`config.mk`:
```
export PLATFORM = sky130hd
export DESIGN_NAME = irq_ctrl
export DESIGN_NICKNAME = d
export VERILOG_FILES = /design/src/rtl/irq_pkg.sv /design/src/rtl/irq_prio_enc.sv /design/src/rtl/irq_ctrl.sv
export SDC_FILE = /design/constraint.sdc
export NUM_CORES = 1
export LEC_CHECK = 0
export CORE_ASPECT_RATIO = 1.2
export CORE_MARGIN = 3
export CORE_UTILIZATION = 40
export DETAILED_ROUTE_END_ITERATION = 8
export HOLD_SLACK_MARGIN = 0.03
export PLACE_DENSITY_LB_ADDON = 0.3
export SYNTH_ARGS = -nofsm -noshare
export SYNTH_HDL_FRONTEND = slang
export SYNTH_SLANG_ARGS = --single-unit
```
`constraint.sdc`:
```
create_clock -name clk_i -period 3.55 [get_ports clk_i]
set_input_delay 0.355 -clock clk_i [delete_from_list [all_inputs] [get_ports clk_i]]
set_output_delay 0.355 -clock clk_i [all_outputs]
set_load 0.005 [all_outputs]
```
`src/rtl/irq_pkg.sv`:
```
// Shared types and constants for the interrupt controller: FSM states,
// register-bus addresses and the vector returned on a spurious acknowledge.
package irq_pkg;

    typedef enum logic [1:0] {
        ST_IDLE    = 2'd0,
        ST_REQ     = 2'd1,
        ST_SERVICE = 2'd2
    } irq_state_t;

    localparam logic [1:0] ADDR_PEND   = 2'd0;
    localparam logic [1:0] ADDR_MASK   = 2'd1;
    localparam logic [1:0] ADDR_STATUS = 2'd2;
    localparam logic [1:0] ADDR_EOI    = 2'd3;

    localparam logic [7:0] SPURIOUS_VEC = 8'hFF;

endpackage

```
`src/rtl/irq_prio_enc.sv`:
```
// Combinational lowest-index-first priority encoder over up to 8 requests.
module irq_prio_enc #(
    parameter int N = 8
) (
    input  logic [N-1:0] req,
    output logic [2:0]   id,
    output logic         any
);

    // Scan from the top down so the lowest set index is the last one written.
    always_comb begin
        id  = 3'd0;
        any = 1'b0;
        for (int i = N - 1; i >= 0; i--) begin
            if (req[i]) begin
                id  = 3'(i);
                any = 1'b1;
            end
        end
    end

endmodule

```
`src/rtl/irq_ctrl.sv`:
```
// Edge-triggered interrupt controller with pend/mask registers, a fixed
// lowest-index priority, vectored acknowledge and end-of-interrupt handshake.
module irq_ctrl
    import irq_pkg::*;
#(
    parameter int          NSRC     = 8,
    parameter logic [7:0]  VEC_BASE = 8'h20
) (
    input  logic            clk_i,
    input  logic            rst_i,
    input  logic [NSRC-1:0] src_i,
    input  logic            cs_i,
    input  logic            we_i,
    input  logic [1:0]      addr_i,
    input  logic [7:0]      wdata_i,
    output logic [7:0]      rdata_o,
    output logic            irq_o,
    input  logic            ack_i,
    output logic [7:0]      vec_o,
    output logic            vec_valid_o
);

    irq_state_t      state_q, state_d;
    logic [NSRC-1:0] pend_q, pend_d;
    logic [NSRC-1:0] mask_q;
    logic [NSRC-1:0] src_q;
    logic            armed_q;
    logic [2:0]      isr_id_q;
    logic [7:0]      vec_q;
    logic            vec_valid_q;

    logic            wr_en;
    logic [NSRC-1:0] pend_wclr;
    logic [NSRC-1:0] ack_clr;
    logic [NSRC-1:0] edge_set;
    logic [NSRC-1:0] eligible;
    logic [2:0]      win_id;
    logic            win_any;
    logic            take;
    logic            spurious;

    assign wr_en     = cs_i & we_i;
    assign pend_wclr = (wr_en && addr_i == ADDR_PEND) ? wdata_i[NSRC-1:0] : '0;
    // The first clock after reset only loads the history, so a line already
    // high at release is never mistaken for a fresh edge.
    assign edge_set  = src_i & ~src_q & {NSRC{armed_q}};
    // A PEND clear in the acknowledge cycle already removes those sources
    // from the arbitration.
    assign eligible  = pend_q & ~pend_wclr & mask_q;

    irq_prio_enc #(.N(NSRC)) u_prio (
        .req (eligible),
        .id  (win_id),
        .any (win_any)
    );

    always_comb begin
        state_d  = state_q;
        take     = 1'b0;
        spurious = 1'b0;
        case (state_q)
            ST_IDLE: begin
                if (|(pend_q & mask_q)) state_d = ST_REQ;
            end
            ST_REQ: begin
                if (ack_i) begin
                    if (win_any) begin
                        take    = 1'b1;
                        state_d = ST_SERVICE;
                    end else begin
                        spurious = 1'b1;
                        state_d  = ST_IDLE;
                    end
                end else if (!(|(pend_q & mask_q))) begin
                    state_d = ST_IDLE;
                end
            end
            ST_SERVICE: begin
                if (wr_en && addr_i == ADDR_EOI) state_d = ST_IDLE;
            end
            default: state_d = ST_IDLE;
        endcase
    end

    always_comb begin
        ack_clr = '0;
        for (int i = 0; i < NSRC; i++) begin
            ack_clr[i] = take && (win_id == 3'(i));
        end
        pend_d = (pend_q & ~pend_wclr & ~ack_clr) | edge_set;
    end

    always_ff @(posedge clk_i or posedge rst_i) begin
        if (rst_i) begin
            state_q     <= ST_IDLE;
            pend_q      <= '0;
            mask_q      <= '0;
            src_q       <= '0;
            armed_q     <= 1'b0;
            isr_id_q    <= 3'd0;
            vec_q       <= 8'h00;
            vec_valid_q <= 1'b0;
        end else begin
            state_q     <= state_d;
            pend_q      <= pend_d;
            src_q       <= src_i;
            armed_q     <= 1'b1;
            vec_valid_q <= take | spurious;
            if (wr_en && addr_i == ADDR_MASK) mask_q <= wdata_i[NSRC-1:0];
            if (take) begin
                isr_id_q <= win_id;
                vec_q    <= VEC_BASE + {5'd0, win_id};
            end else if (spurious) begin
                vec_q <= SPURIOUS_VEC;
            end
        end
    end

    always_comb begin
        rdata_o = 8'h00;
        if (cs_i) begin
            case (addr_i)
                ADDR_PEND:   rdata_o[NSRC-1:0] = pend_q;
                ADDR_MASK:   rdata_o[NSRC-1:0] = mask_q;
                ADDR_STATUS: rdata_o = {state_q == ST_SERVICE, 4'b0000, isr_id_q};
                default:     rdata_o = 8'h00;
            endcase
        end
    end

    assign irq_o       = (state_q == ST_REQ);
    assign vec_o       = vec_q;
    assign vec_valid_o = vec_valid_q;

endmodule

```
==> results.tsv <==
stage	metric	value	unit
finish	most common cell after layout, fill and taps aside	clkdlybuf4s50_1	
sta	final setup fails	0	
die	Ports	41	
place	I/O Buffers	40	
sta	Clock Skew	8.37	ps
clocking	Post-CTS Setup Repair Bufs	0	
routing	WL final	3.95	mm
synthesis	Synth async-reset ratio	100	%
synthesis	synthesized instance count	181	
sta	final hold viol count	0	
sta	setup TNS	0	ps
sta	RSZ-0062 raised after global routing	false	
critical_path	reg2reg path depth	6	
global_route	antenna violations before repair	0	
clocking	Clock Latency Late Sink	290	ps
sta	Final min period	2470	ps
clocking	CTS tree	done	
synthesis	yosys warns	0	
critical_path	R2R setup slack	1760	ps
critical_path	worst-path fanout max	14	
min_path	Hold Crit Class	reg2reg	
synthesis	leading area contributor after synthesis	dfrtp_1	
die	Die Ht	80.0	um
die	die area	5410	um2
synthesis	flops & latches, synth	36	
critical_path	critical path type	in2reg	
routing	DR pass1 iterations	4	
synthesis	Seq/Total Area, Yosys	49.4	%
die	Initial Utilization	42.2	%
min_path	hold_sp	src_q[6]	
global_route	Total GRT Usage	16.9	%
critical_path	critical path cell sequence	clkdlybuf4s50_1, and4bb_1, a21oi_1, nand2b_4, a211oi_4, nand2_1, a32o_1	
routing	DRC violations left	0	
routing	Vias	1453	
synthesis	EDFF count, synth	0	
global_route	GRT Residual Overflow	0	
finish	fill count	424	
critical_path	CP Launch Type	primary input	
routing	vias per cell	5.17	
clocking	htree depth	2	
routing	Initial DRC Count	97	
finish	utilization after layout	54.9	%
clocking	hold buffers post-CTS	0	
finish	layout cells sized above 1	11.6	%
routing	DR WL/cell	14.1	um
die	Chip Width	67.7	um
global_route	vias in the first global route	1462	
critical_path	Worst setup EP type	flip-flop	
critical_path	FF-to-FF End	pend_q[7]	
finish	Final nets	247	
sta	Worst Max-Slew Pin Slew	572	ps
critical_path	required time worst endpoint	3720	ps
synthesis	main flop type after synthesis	dfrtp_1	
clocking	clock buffer depth	2	
clocking	Clock Sink Count	36	
synthesis	top cells by area, synth	dfrtp_1, nand2_1, mux2i_1, mux2_2, a21oi_1	
sta	Rel. slew slack	61.6	%
sta	worst setup margin	1080	ps
global_route	largest net degree at the start of global routing	37	
critical_path	Critical Path AT	2650	ps
place	HPWL after DPL	2.95	mm
die	# rows	26	
clocking	CTS resizes	0	
place	Place WS	802	ps
clocking	CTS root buffer	clkbuf_8	
run	max-cap viol count	0	
critical_path	Slowest-stage cell, CP	and4bb_1	
clocking	clk slew on worst S/H paths	70	ps
place	RD Place Congestion	0.798	
finish	Layout area overhead	30.2	%
run_status	status	finished, final reports clean	
clocking	CTS buffer count	5	
pwr	maximum vdd drop	325	uV
finish	diode count	0	
synthesis	post-synth top area share	49.4	%
routing	Detail Route Antenna Nets	0	
critical_path	r2r startpoint	mask_q[1]	
pwr	Total Power	1.49	mW
pwr	power per cell area	626	nW/um2
synthesis	post-synthesis cell type count	42	
synthesis	Syn Nets	204	
pwr	LEAKAGE	0.984	nW
global_route	first-pass GRT wire length	6.80	mm
min_path	Worst Hold End	pend_q[6]	
sta	final worst-path cycle share	69.7	%
synthesis	Cell Area, Synth	1820	um2
sta	fmax	0.404	GHz
critical_path	CP max stage delay	680	ps
finish	most frequent cells in the layout	clkdlybuf4s50_1, dfrtp_1, nand2_1	
synthesis	syn_area_per_cell	10.1	um2
sta	final slew viol count	0	
min_path	worst hold stages	1	
die	core area	4330	um2
## synthesized netlist by cell type, types with 2 or more instances
master,n
mux2_2,8
nand4_1,3
dfrtp_1,36
and2_1,5
nand3_1,6
nand2_1,33
a21oi_1,9
nor2_1,12
inv_1,3
nand2b_1,2
a31o_1,2
a32o_1,3
buf_2,3
a21oi_2,2
buf_4,3
mux2i_1,9
nand3b_1,4
nor2b_1,6
o21ai_0,7
o22ai_1,3
## worst max path at each step
stage,from,end,cells past startpoint
after floorplan,addr_i[0],pend_q[3],7
after global placement,addr_i[1],pend_q[7],7
after detailed placement,addr_i[1],pend_q[7],7
after CTS,addr_i[1],pend_q[7],7
after global routing,addr_i[1],pend_q[7],7
final,addr_i[1],pend_q[7],7
## state kept, by name (all words and copies together), names as in the netlist
register,cells
armed_q,1
isr_id_q,3
mask_q,8
pend_q,8
src_q,8
state_q,2
vec_o,5
vec_valid_o,1
## final cells by class
type	count	area [um2]	area share, %
Sequential cell	36	901	37.9
Multi-Input combinational cell	134	860	36.2
Timing Repair Buffer	43	423	17.8
Clock buffer	6	72.6	3.05
Tap cell	56	70.1	2.95
Clock inverter	2	35.0	1.47
Inverter	4	15.0	0.632
## logic make-up after synthesis
group                  after synthesis  share of synthesized area [%]
muxes                               17                           9.88
and+or+nand+nor                     80                           22.8
other                                1                          0.206
buffers and inverters               11                           3.50
AOI/OAI and AO/OA                   36                           14.3
DFF                                 36                           49.4
## per-stage QoR
stage / cells / area [um2] / hold slack (ps)
5_1_grt: 281 / 2380 / 423
2_1_floorplan: 181 / 1820 / 386
3_3_place_gp: 273 / 2270 / 407
3_5_place_dp: 273 / 2270 / 409
6_report: 281 / 2380 / 418
4_1_cts: 281 / 2380 / 417
## critical path: cells and delay by family
kind	cells	cell delay, ps
AND/OR/NAND/NOR	3	960
AO/OA/AOI/OAI	3	800
buffers and inverters	1	520
## power breakdown
part	total (mW)	internal (mW)	switching, mW
clock network	0.351	0.208	0.143
registers	0.598	0.521	0.0771
logic	0.537	0.276	0.261
## routing by layer
metal | share of wire, % | vias to the layer above | global-route usage (%)
met1 | 45 | 677 | 21.9
li1 | - | 722 | -
met2 | 46 | 48 | 25.7
met4 | 1.8 | 0 | 7.71
met5 | 0 | - | 0
met3 | 6.6 | 6 | 4.79
Note: power is estimated with default switching activity, not from simulation.
